`src/rtl/sprite_penguin_jump.sv`:
```
// Penguin sprite with button-driven jump physics for the gfx compositor.
// The jump button and v_sync are synchronised. The button is debounced once per frame.
// A GROUND/RISE/FALL state machine advances once per frame tick.
// Hit and colour are combinational from the pixel coordinate against the registered Y.
// Optional feature macro: PENGUIN_DOUBLE_JUMP_EN allows one extra jump per airtime.
module sprite_penguin_jump #(
  parameter int X_POS      = 96,
  parameter int GROUND_Y   = 400,
  parameter int SPR_W      = 32,
  parameter int SPR_H      = 32,
  parameter int JUMP_V0    = 12,
  parameter int GRAVITY    = 1,
  parameter int MAX_FALL   = 15,
  parameter int DEB_FRAMES = 3
) (
  input  logic        i_clk,
  input  logic        i_rst_n,
  input  logic [15:0] i_x,
  input  logic [15:0] i_y,
  input  logic        i_v_sync,
  input  logic        i_btn_jump,
  output logic [7:0]  o_red,
  output logic [7:0]  o_green,
  output logic [7:0]  o_blue,
  output logic        o_sprite_hit,
  output logic        o_airborne,
  output logic [15:0] o_y_pos
);

  typedef enum logic [1:0] {GROUND, RISE, FALL} state_t;

  localparam logic [15:0] GY16  = 16'(GROUND_Y);
  localparam logic [7:0]  JV8   = 8'(JUMP_V0);
  localparam logic [7:0]  G8    = 8'(GRAVITY);
  localparam logic [7:0]  MF8   = 8'(MAX_FALL);
  localparam logic [7:0]  DEB_N = 8'(DEB_FRAMES);
  localparam logic [16:0] X_LO  = 17'(X_POS);
  localparam logic [16:0] X_HI  = 17'(X_POS + SPR_W);
  localparam logic [16:0] H17   = 17'(SPR_H);

  // Velocity decrement while rising, saturating at zero.
  function automatic logic [7:0] sat_dec(input logic [7:0] v);
    return (v >= G8) ? (v - G8) : 8'd0;
  endfunction

  // Velocity increment while falling, clamped at the terminal fall speed.
  function automatic logic [7:0] fall_vel(input logic [7:0] v);
    logic [8:0] s;
    s = {1'b0, v} + {1'b0, G8};
    return (s >= {1'b0, MF8}) ? MF8 : s[7:0];
  endfunction

  logic        vs_s1, vs_s2, vs_s3, tick;
  logic        btn_s1, btn_s2;
  logic        deb;
  logic [7:0]  deb_cnt;
  logic        deb_hit, press, dj_fire;
  state_t      state;
  logic [15:0] y;
  logic [7:0]  vel;
  logic        pending;
  logic [7:0]  rise_v, fall_v;
  logic [15:0] rise_y;
  logic [16:0] fall_sum;
  logic        landed;

  // Two-flop synchronisers and the registered rising-edge detect of v_sync.
  always_ff @(posedge i_clk or negedge i_rst_n) begin
    if (!i_rst_n) begin
      vs_s1  <= 1'b0;
      vs_s2  <= 1'b0;
      vs_s3  <= 1'b0;
      tick   <= 1'b0;
      btn_s1 <= 1'b0;
      btn_s2 <= 1'b0;
    end else begin
      vs_s1  <= i_v_sync;
      vs_s2  <= vs_s1;
      vs_s3  <= vs_s2;
      tick   <= vs_s2 & ~vs_s3;
      btn_s1 <= i_btn_jump;
      btn_s2 <= btn_s1;
    end
  end

  assign deb_hit = (deb_cnt + 8'd1) >= DEB_N;
  assign press   = tick && !deb && btn_s2 && deb_hit;

  // Per-frame debounce: the output flips after DEB_FRAMES consecutive differing samples.
  always_ff @(posedge i_clk or negedge i_rst_n) begin
    if (!i_rst_n) begin
      deb     <= 1'b0;
      deb_cnt <= 8'd0;
    end else if (tick) begin
      if (btn_s2 != deb) begin
        if (deb_hit) begin
          deb     <= ~deb;
          deb_cnt <= 8'd0;
        end else begin
          deb_cnt <= deb_cnt + 8'd1;
        end
      end else begin
        deb_cnt <= 8'd0;
      end
    end
  end

  assign rise_v   = sat_dec(vel);
  assign rise_y   = (y >= {8'd0, vel}) ? (y - {8'd0, vel}) : 16'd0;
  assign fall_v   = fall_vel(vel);
  assign fall_sum = {1'b0, y} + {9'd0, fall_v};
  assign landed   = fall_sum >= {1'b0, GY16};

`ifdef PENGUIN_DOUBLE_JUMP_EN
  logic dj_used;
  assign dj_fire = press && !dj_used && (state != GROUND);

  // Tracks whether the single extra jump of this airtime has been spent.
  always_ff @(posedge i_clk or negedge i_rst_n) begin
    if (!i_rst_n) begin
      dj_used <= 1'b0;
    end else if (tick) begin
      if (dj_fire) dj_used <= 1'b1;
      else if (state == FALL && landed) dj_used <= 1'b0;
    end
  end
`else
  assign dj_fire = 1'b0;
`endif

  // Jump state machine with registered position, velocity and airborne flag.
  always_ff @(posedge i_clk or negedge i_rst_n) begin
    if (!i_rst_n) begin
      state      <= GROUND;
      y          <= GY16;
      vel        <= 8'd0;
      pending    <= 1'b0;
      o_airborne <= 1'b0;
    end else if (tick) begin
      if (dj_fire) begin
        vel        <= JV8;
        state      <= RISE;
        o_airborne <= 1'b1;
      end else begin
        case (state)
          GROUND: begin
            if (pending) begin
              vel        <= JV8;
              state      <= RISE;
              pending    <= 1'b0;
              o_airborne <= 1'b1;
            end else if (press) begin
              pending <= 1'b1;
            end
          end
          RISE: begin
            y   <= rise_y;
            vel <= rise_v;
            if (rise_v == 8'd0) state <= FALL;
          end
          FALL: begin
            if (landed) begin
              y          <= GY16;
              vel        <= 8'd0;
              state      <= GROUND;
              o_airborne <= 1'b0;
            end else begin
              y   <= fall_sum[15:0];
              vel <= fall_v;
            end
          end
          default: begin
            state      <= GROUND;
            y          <= GY16;
            vel        <= 8'd0;
            o_airborne <= 1'b0;
          end
        endcase
      end
    end
  end

  assign o_y_pos = y;

  logic [16:0] px, py, dx, dy, y_lo, y_hi;
  logic        belly;

  assign px    = {1'b0, i_x};
  assign py    = {1'b0, i_y};
  assign y_lo  = {1'b0, y};
  assign y_hi  = y_lo + H17;
  assign dx    = px - X_LO;
  assign dy    = py - y_lo;
  assign o_sprite_hit = (px >= X_LO) && (px < X_HI) && (py >= y_lo) && (py < y_hi);
  assign belly = (dx >= 17'd8) && (dx < 17'd24) && (dy >= 17'd10) && (dy < 17'd30);

  // Penguin palette: white belly patch inside a dark body box.
  always_comb begin
    o_red   = 8'h00;
    o_green = 8'h00;
    o_blue  = 8'h00;
    if (o_sprite_hit) begin
      if (belly) begin
        o_red   = 8'hFF;
        o_green = 8'hFF;
        o_blue  = 8'hFF;
      end else begin
        o_red   = 8'h20;
        o_green = 8'h20;
        o_blue  = 8'h40;
      end
    end
  end

endmodule
```
`config.mk`:
```
export PLATFORM = sky130hd
export DESIGN_NAME = sprite_penguin_jump
export DESIGN_NICKNAME = d
export VERILOG_FILES = /design/src/rtl/sprite_penguin_jump.sv
export SDC_FILE = /design/constraint.sdc
export NUM_CORES = 1
export LEC_CHECK = 0
export BUFFER_PORTS_ARGS = -buffer_cell sky130_fd_sc_hd__buf_2
export CORE_MARGIN = 2
export CORE_UTILIZATION = 40
export DETAILED_ROUTE_END_ITERATION = 10
export PLACE_DENSITY = 0.66
export SETUP_SLACK_MARGIN = 0.4
export SYNTH_ARGS = -nofsm -noshare
export SYNTH_HDL_FRONTEND = slang
export SYNTH_SLANG_ARGS = --single-unit
```
`constraint.sdc`:
```
create_clock -name i_clk -period 13.8 [get_ports i_clk]
set_input_delay 1.38 -clock i_clk [delete_from_list [all_inputs] [get_ports i_clk]]
set_output_delay 1.38 -clock i_clk [all_outputs]
set_load 0.05 [all_outputs]
```
* Yosys cells after proc, flatten, opt, wreduce, memory -nomap -nowiden *
Index checks and enable logic that the tools add are counted.
Widths: inputs -> output; s select.

storage, ports and cells
  input bits = 36
  output and inout bits = 42
  word-level logic and storage cells = 86
  register bits after elaboration = 43

cells by class
  equal/unequal tests = 6
  add/sub/neg operators = 8
  mux-type cells = 23
  reductions and logical operators = 18
  bitwise operators = 5
  order comparisons = 13

operators with widths
  kind                   count
  $mux 8                 10
  $pmux 16 s3            1
  $ge 17x4->1 const B    2
  $lt 17x5->1 const B    2
  $mux 16                2
  $pmux 8 s3             1
  $add 16x6->17 const B  1
  $add 16x8->17          1
  $ge 17x9->1 const B    1
  $lt 16x17->1           1
  $sub 16x16->17         1
  $sub 16x7->17 const B  1
  $ge 16x16->1           1
  $ge 16x7->1 const B    1
  $ge 16x8->1            1
  $lt 16x8->1 const B    1
  $sub 16x8->16          1
  $add 8x1->9 const B    1
  $ge 9x4->1 const B     1
  $logic_and 1x1->1      9
  $add 8x1->8 const B    1
  $ge 8x1->1 const B     1
  $ge 8x2->1 const B     1
  $logic_not 8->1        1
  16 further kinds       29

* Logic depth before layout (Yosys ltp) *
  depth in word-level cells = 7
  gate-level depth with buffers = 20
  depth with buffers taken out = 18

* Worst setup path before layout *
Ideal clock, no wire load.

  path kind = input-to-output
  start = input i_y[1]
  end = output o_blue[1]
  data required time = 12,420 ps
  arrival time = 8,319 ps
  path slack = 4,101 ps
  stages = 10
  cell sequence = ha_1 nor2b_1 nor2_1 o21ai_1 a211oi_1 o31a_1 a2111oi_1 nand4_1 nor4_1 buf_4

on the way
  elaborated cells on any way between the ends = 11
  classes of those cells = add/sub: 1; order compare: 4; mux: 2; reduce/logical: 4

RTL lines
  element                RTL line  RTL
  start: declaration     19        input logic [15:0] i_y,
  $ge 16x16->1           194       assign o_sprite_hit = (px >= X_LO) && (px < X_HI) && (py >= y_lo) && (py < y_hi);
  $logic_and 1x1->1      194
  $logic_and 1x1->1 (*)  194
  via o_sprite_hit       25        output logic o_sprite_hit,
  $mux 8 (*)             202       if (o_sprite_hit) begin
  end: declaration       24        output logic [7:0] o_blue,

Mark *: on every way through the listed nets, which the timed path passes. The rest lies on a longest branch.

* Worst setup path in the final report *
  start = input i_y[0]
  end = output o_green[1]

on the way
  longest elaborated chain between the ends = 6
  elaborated cells on any way between the ends = 11
  classes of those cells = add/sub: 1; order compare: 4; mux: 2; reduce/logical: 4

RTL lines
  element                          RTL line  RTL
  $sub 16x16->17                   193       assign dy = py - y_lo;
  $ge 17x4->1                      195       assign belly = (dx >= 17'd8) && (dx < 17'd24) && (dy >= 17'd10) && (dy < 17'd30);
  $logic_and 1x1->1 (2 in series)  195
  $mux 8                           203       if (belly) begin
  $mux 8 (*)                       202
  end: declaration                 23        output logic [7:0] o_green,

Every way passes the cells marked *; elsewhere a longest branch is shown, timed or not.

==> impl_metrics.py <==
metrics = {
    "drt": {
        "vias": 4442,
        "firstDrtPassIters": 5,
        "routed_wl_um": 12000,
        "first_iter_violations": 335,
        "wire_per_inst_um": 15.4,
        "vias_per_cell": 5.70,
        "antenna_left": 0,
        "route.detailed.drc": 0,
    },
    "floorplanning": {
        "ios": 78,
        "die_h_um": 112,
        "initial_core_util_pct": 41.0,
        "die_x_um": 112,
        "row_count": 39,
        "dieArea_sq_um": 12700,
        "coreArea_sq_um": 11500,
    },
    "synthesis": {
        "synth_area_sq_um": 4710,
        "ys_ff_latch": 43,
        "synth-edff-count": 0,
        "synth_cell_type_count": 67,
        "async_flop_share_pct": 100,
        "synth_flop_cell": "dfrtp_1",
        "syn_avg_cell_area_sq_um": 7.94,
        "synth_seq_area_share_pct": 22.9,
        "yosys-top-cells-area": "dfrtp_1, ha_1, xnor2_1",
        "yosysTopAreaCell": "dfrtp_1",
        "synth_top_area_share_pct": 21.3,
        "yosys_warnings": 0,
        "synth_cells": 593,
    },
    "clock_tree": {
        "clkSinkCount": 43,
        "htree_levels": 2,
        "cts_hold_buf": 0,
        "cts-root-buf": "clkbuf_16",
        "insertion_delay_ns": 0.28,
        "cts_buffers": 5,
        "post_cts.repair.setup_buffers": 0,
        "cts_tree": "done",
        "cts_resized": 0,
        "cts_buffer_depth": 2,
        "clk_pin_slew_ns": 0.06,
    },
    "grt": {
        "grt_pass1_wl_um": 20300,
        "grt_max_degree": 44,
        "grt_pass1_vias": 4233,
        "antenna_found_initial": 0,
        "track_usage_pct": 19.1,
        "globalRouteOverflowTotal": 0,
    },
    "timing": {
        "whs_ns": 0.348,
        "tns_ns": 0,
        "layout_worst_path_cycle_share_pct": 48.1,
        "hold_violations": 0,
        "worst_slack_ns": 7.17,
        "worst_slew_margin_rel_pct": 30.2,
        "maxSlewViolCount": 0,
        "grt_setup_unrepaired": "false",
        "fmax_mhz": 151,
        "skew_ns": 0.00400,
        "min_period_ns": 6.63,
        "finalSetupViolCount": 0,
        "tightestPinTransition_ns": 1.04,
    },
    "critical_path": {
        "critPathTopFamily": "compound AO/OA/AOI/OAI gates",
        "path_cells": "buf_2, inv_1, ha_1, inv_1, fa_1, a211oi_1, nor3b_1, o21a_1, o41ai_1, o21bai_1, a211oi_1, a21oi_1, nor4_2, buf_2",
        "end_kind": "primary output",
        "r2r_start": "vel[0]",
        "reg2reg_depth": 18,
        "startpoint": "i_y[0]",
        "worst-path-stages": 14,
        "slowest_delay_ns": 0.91,
        "worstReg2RegEnd": "o_airborne",
        "crit_arrival_ns": 5.25,
        "required_ns": 12.42,
        "critPathSlowestCell": "nor4_2",
        "critPathKind": "in2out",
        "crit_buf_inv": 4,
        "r2r_slack_ns": 8.73,
        "cp_max_fo": 21,
        "cp-endpoint": "o_green[1]",
        "critPathLaunchType": "input pin",
    },
    "place": {
        "globalplace.congestion": 0.953,
        "place_ws_ns": 7.10,
        "dpl.cell_count": 771,
        "portBuffers": 74,
        "place_hpwl_um": 9420,
        "dpl_cell_area_sq_um": 5020,
    },
    "finish": {
        "layout_commonest_cell": "buf_2",
        "syn_to_final_growth_pct": 10.8,
        "fin_area_sq_um": 5210,
        "final_nets": 728,
        "n_antenna_cell": 0,
        "drive_above_1_share_pct": 15.1,
        "stdcell_count": 779,
        "mostFrequentLayoutCells": "buf_2, ha_1, nand2_1, nor2_1, inv_1",
        "fin_util_pct": 45.5,
    },
    "power_and_ir_drop": {
        "ir_worst_vdd_mv": 0.127,
        "p_total_mw": 1.13,
        "power.density_nw_per_um2": 216,
        "p_leak_nw": 2.36,
    },
    "flow_run": {
        "cap_violations": 0,
    },
    "hold_path": {
        "hp-class": "reg2reg",
    },
    "status": {
        "status": "finished clean",
    },
}
## routing by layer
layer / vias to the layer above / share of wire [%] / track usage [%]
li1: 2209 / - / -
met1: 2087 / 45 / 25.4
met2: 127 / 48 / 32.7
met3: 19 / 4.6 / 2.48
met4: 0 / 1.7 / 5.45
met5: - / 0 / 0
## sequential cells by signal, summed over array words and instances, names as in the netlist, 2 cells and up
name     count
o_y_pos     16
vel          8
state        2
deb_cnt      8
## kinds of logic after synthesis
family / synth area share [%]
flip-flops: 22.9
AO/OA/AOI/OAI: 22.8
adder cells (fa/ha/maj): 15.6
multiplexers: 1.44
AND/OR/NAND/NOR: 21.4
other: 0.0797
XOR/XNOR: 6.88
buffers and inverters: 8.88
## Yosys cell counts, types with 8 or more instances
library cell	n
nor2b_1	13
nand3_1	24
a21oi_1	34
nor3_1	17
nor2_1	44
xnor2_1	30
inv_1	43
buf_4	23
o21ai_0	42
clkbuf_1	18
dfrtp_1	40
nand4_1	14
nand2_1	52
ha_1	54
a211oi_1	8
## how the worst min path moves through the flow
stage | start | end | slack (ns) | depth (start not counted)
after floorplan | btn_s1 | btn_s2 | 0.33 | 0
after detailed placement | btn_s1 | btn_s2 | 0.33 | 0
final | btn_s1 | btn_s2 | 0.35 | 0
after global placement | btn_s1 | btn_s2 | 0.33 | 0
after global routing | btn_s1 | btn_s2 | 0.36 | 0
after CTS | btn_s1 | btn_s2 | 0.35 | 0
## where the power goes
part / total, mW / switching, mW / leakage, nW / internal, mW
combinational: 0.755 / 0.466 / 1.71 / 0.289
clock: 0.150 / 0.0467 / 0.0911 / 0.104
sequential: 0.221 / 0.0595 / 0.563 / 0.162
## cell type report
| cell class | count | area [sq um] |
|---|---|---|
| Clock buffer | 6 | 129 |
| Clock inverter | 2 | 60.1 |
| Fill cell | 1123 | 6250 |
| Inverter | 43 | 161 |
| Multi-Input combinational cell | 467 | 3230 |
| Sequential cell | 43 | 1080 |
| Tap cell | 143 | 179 |
| Timing Repair Buffer | 75 | 378 |
Power figures use the tool's default switching activity.
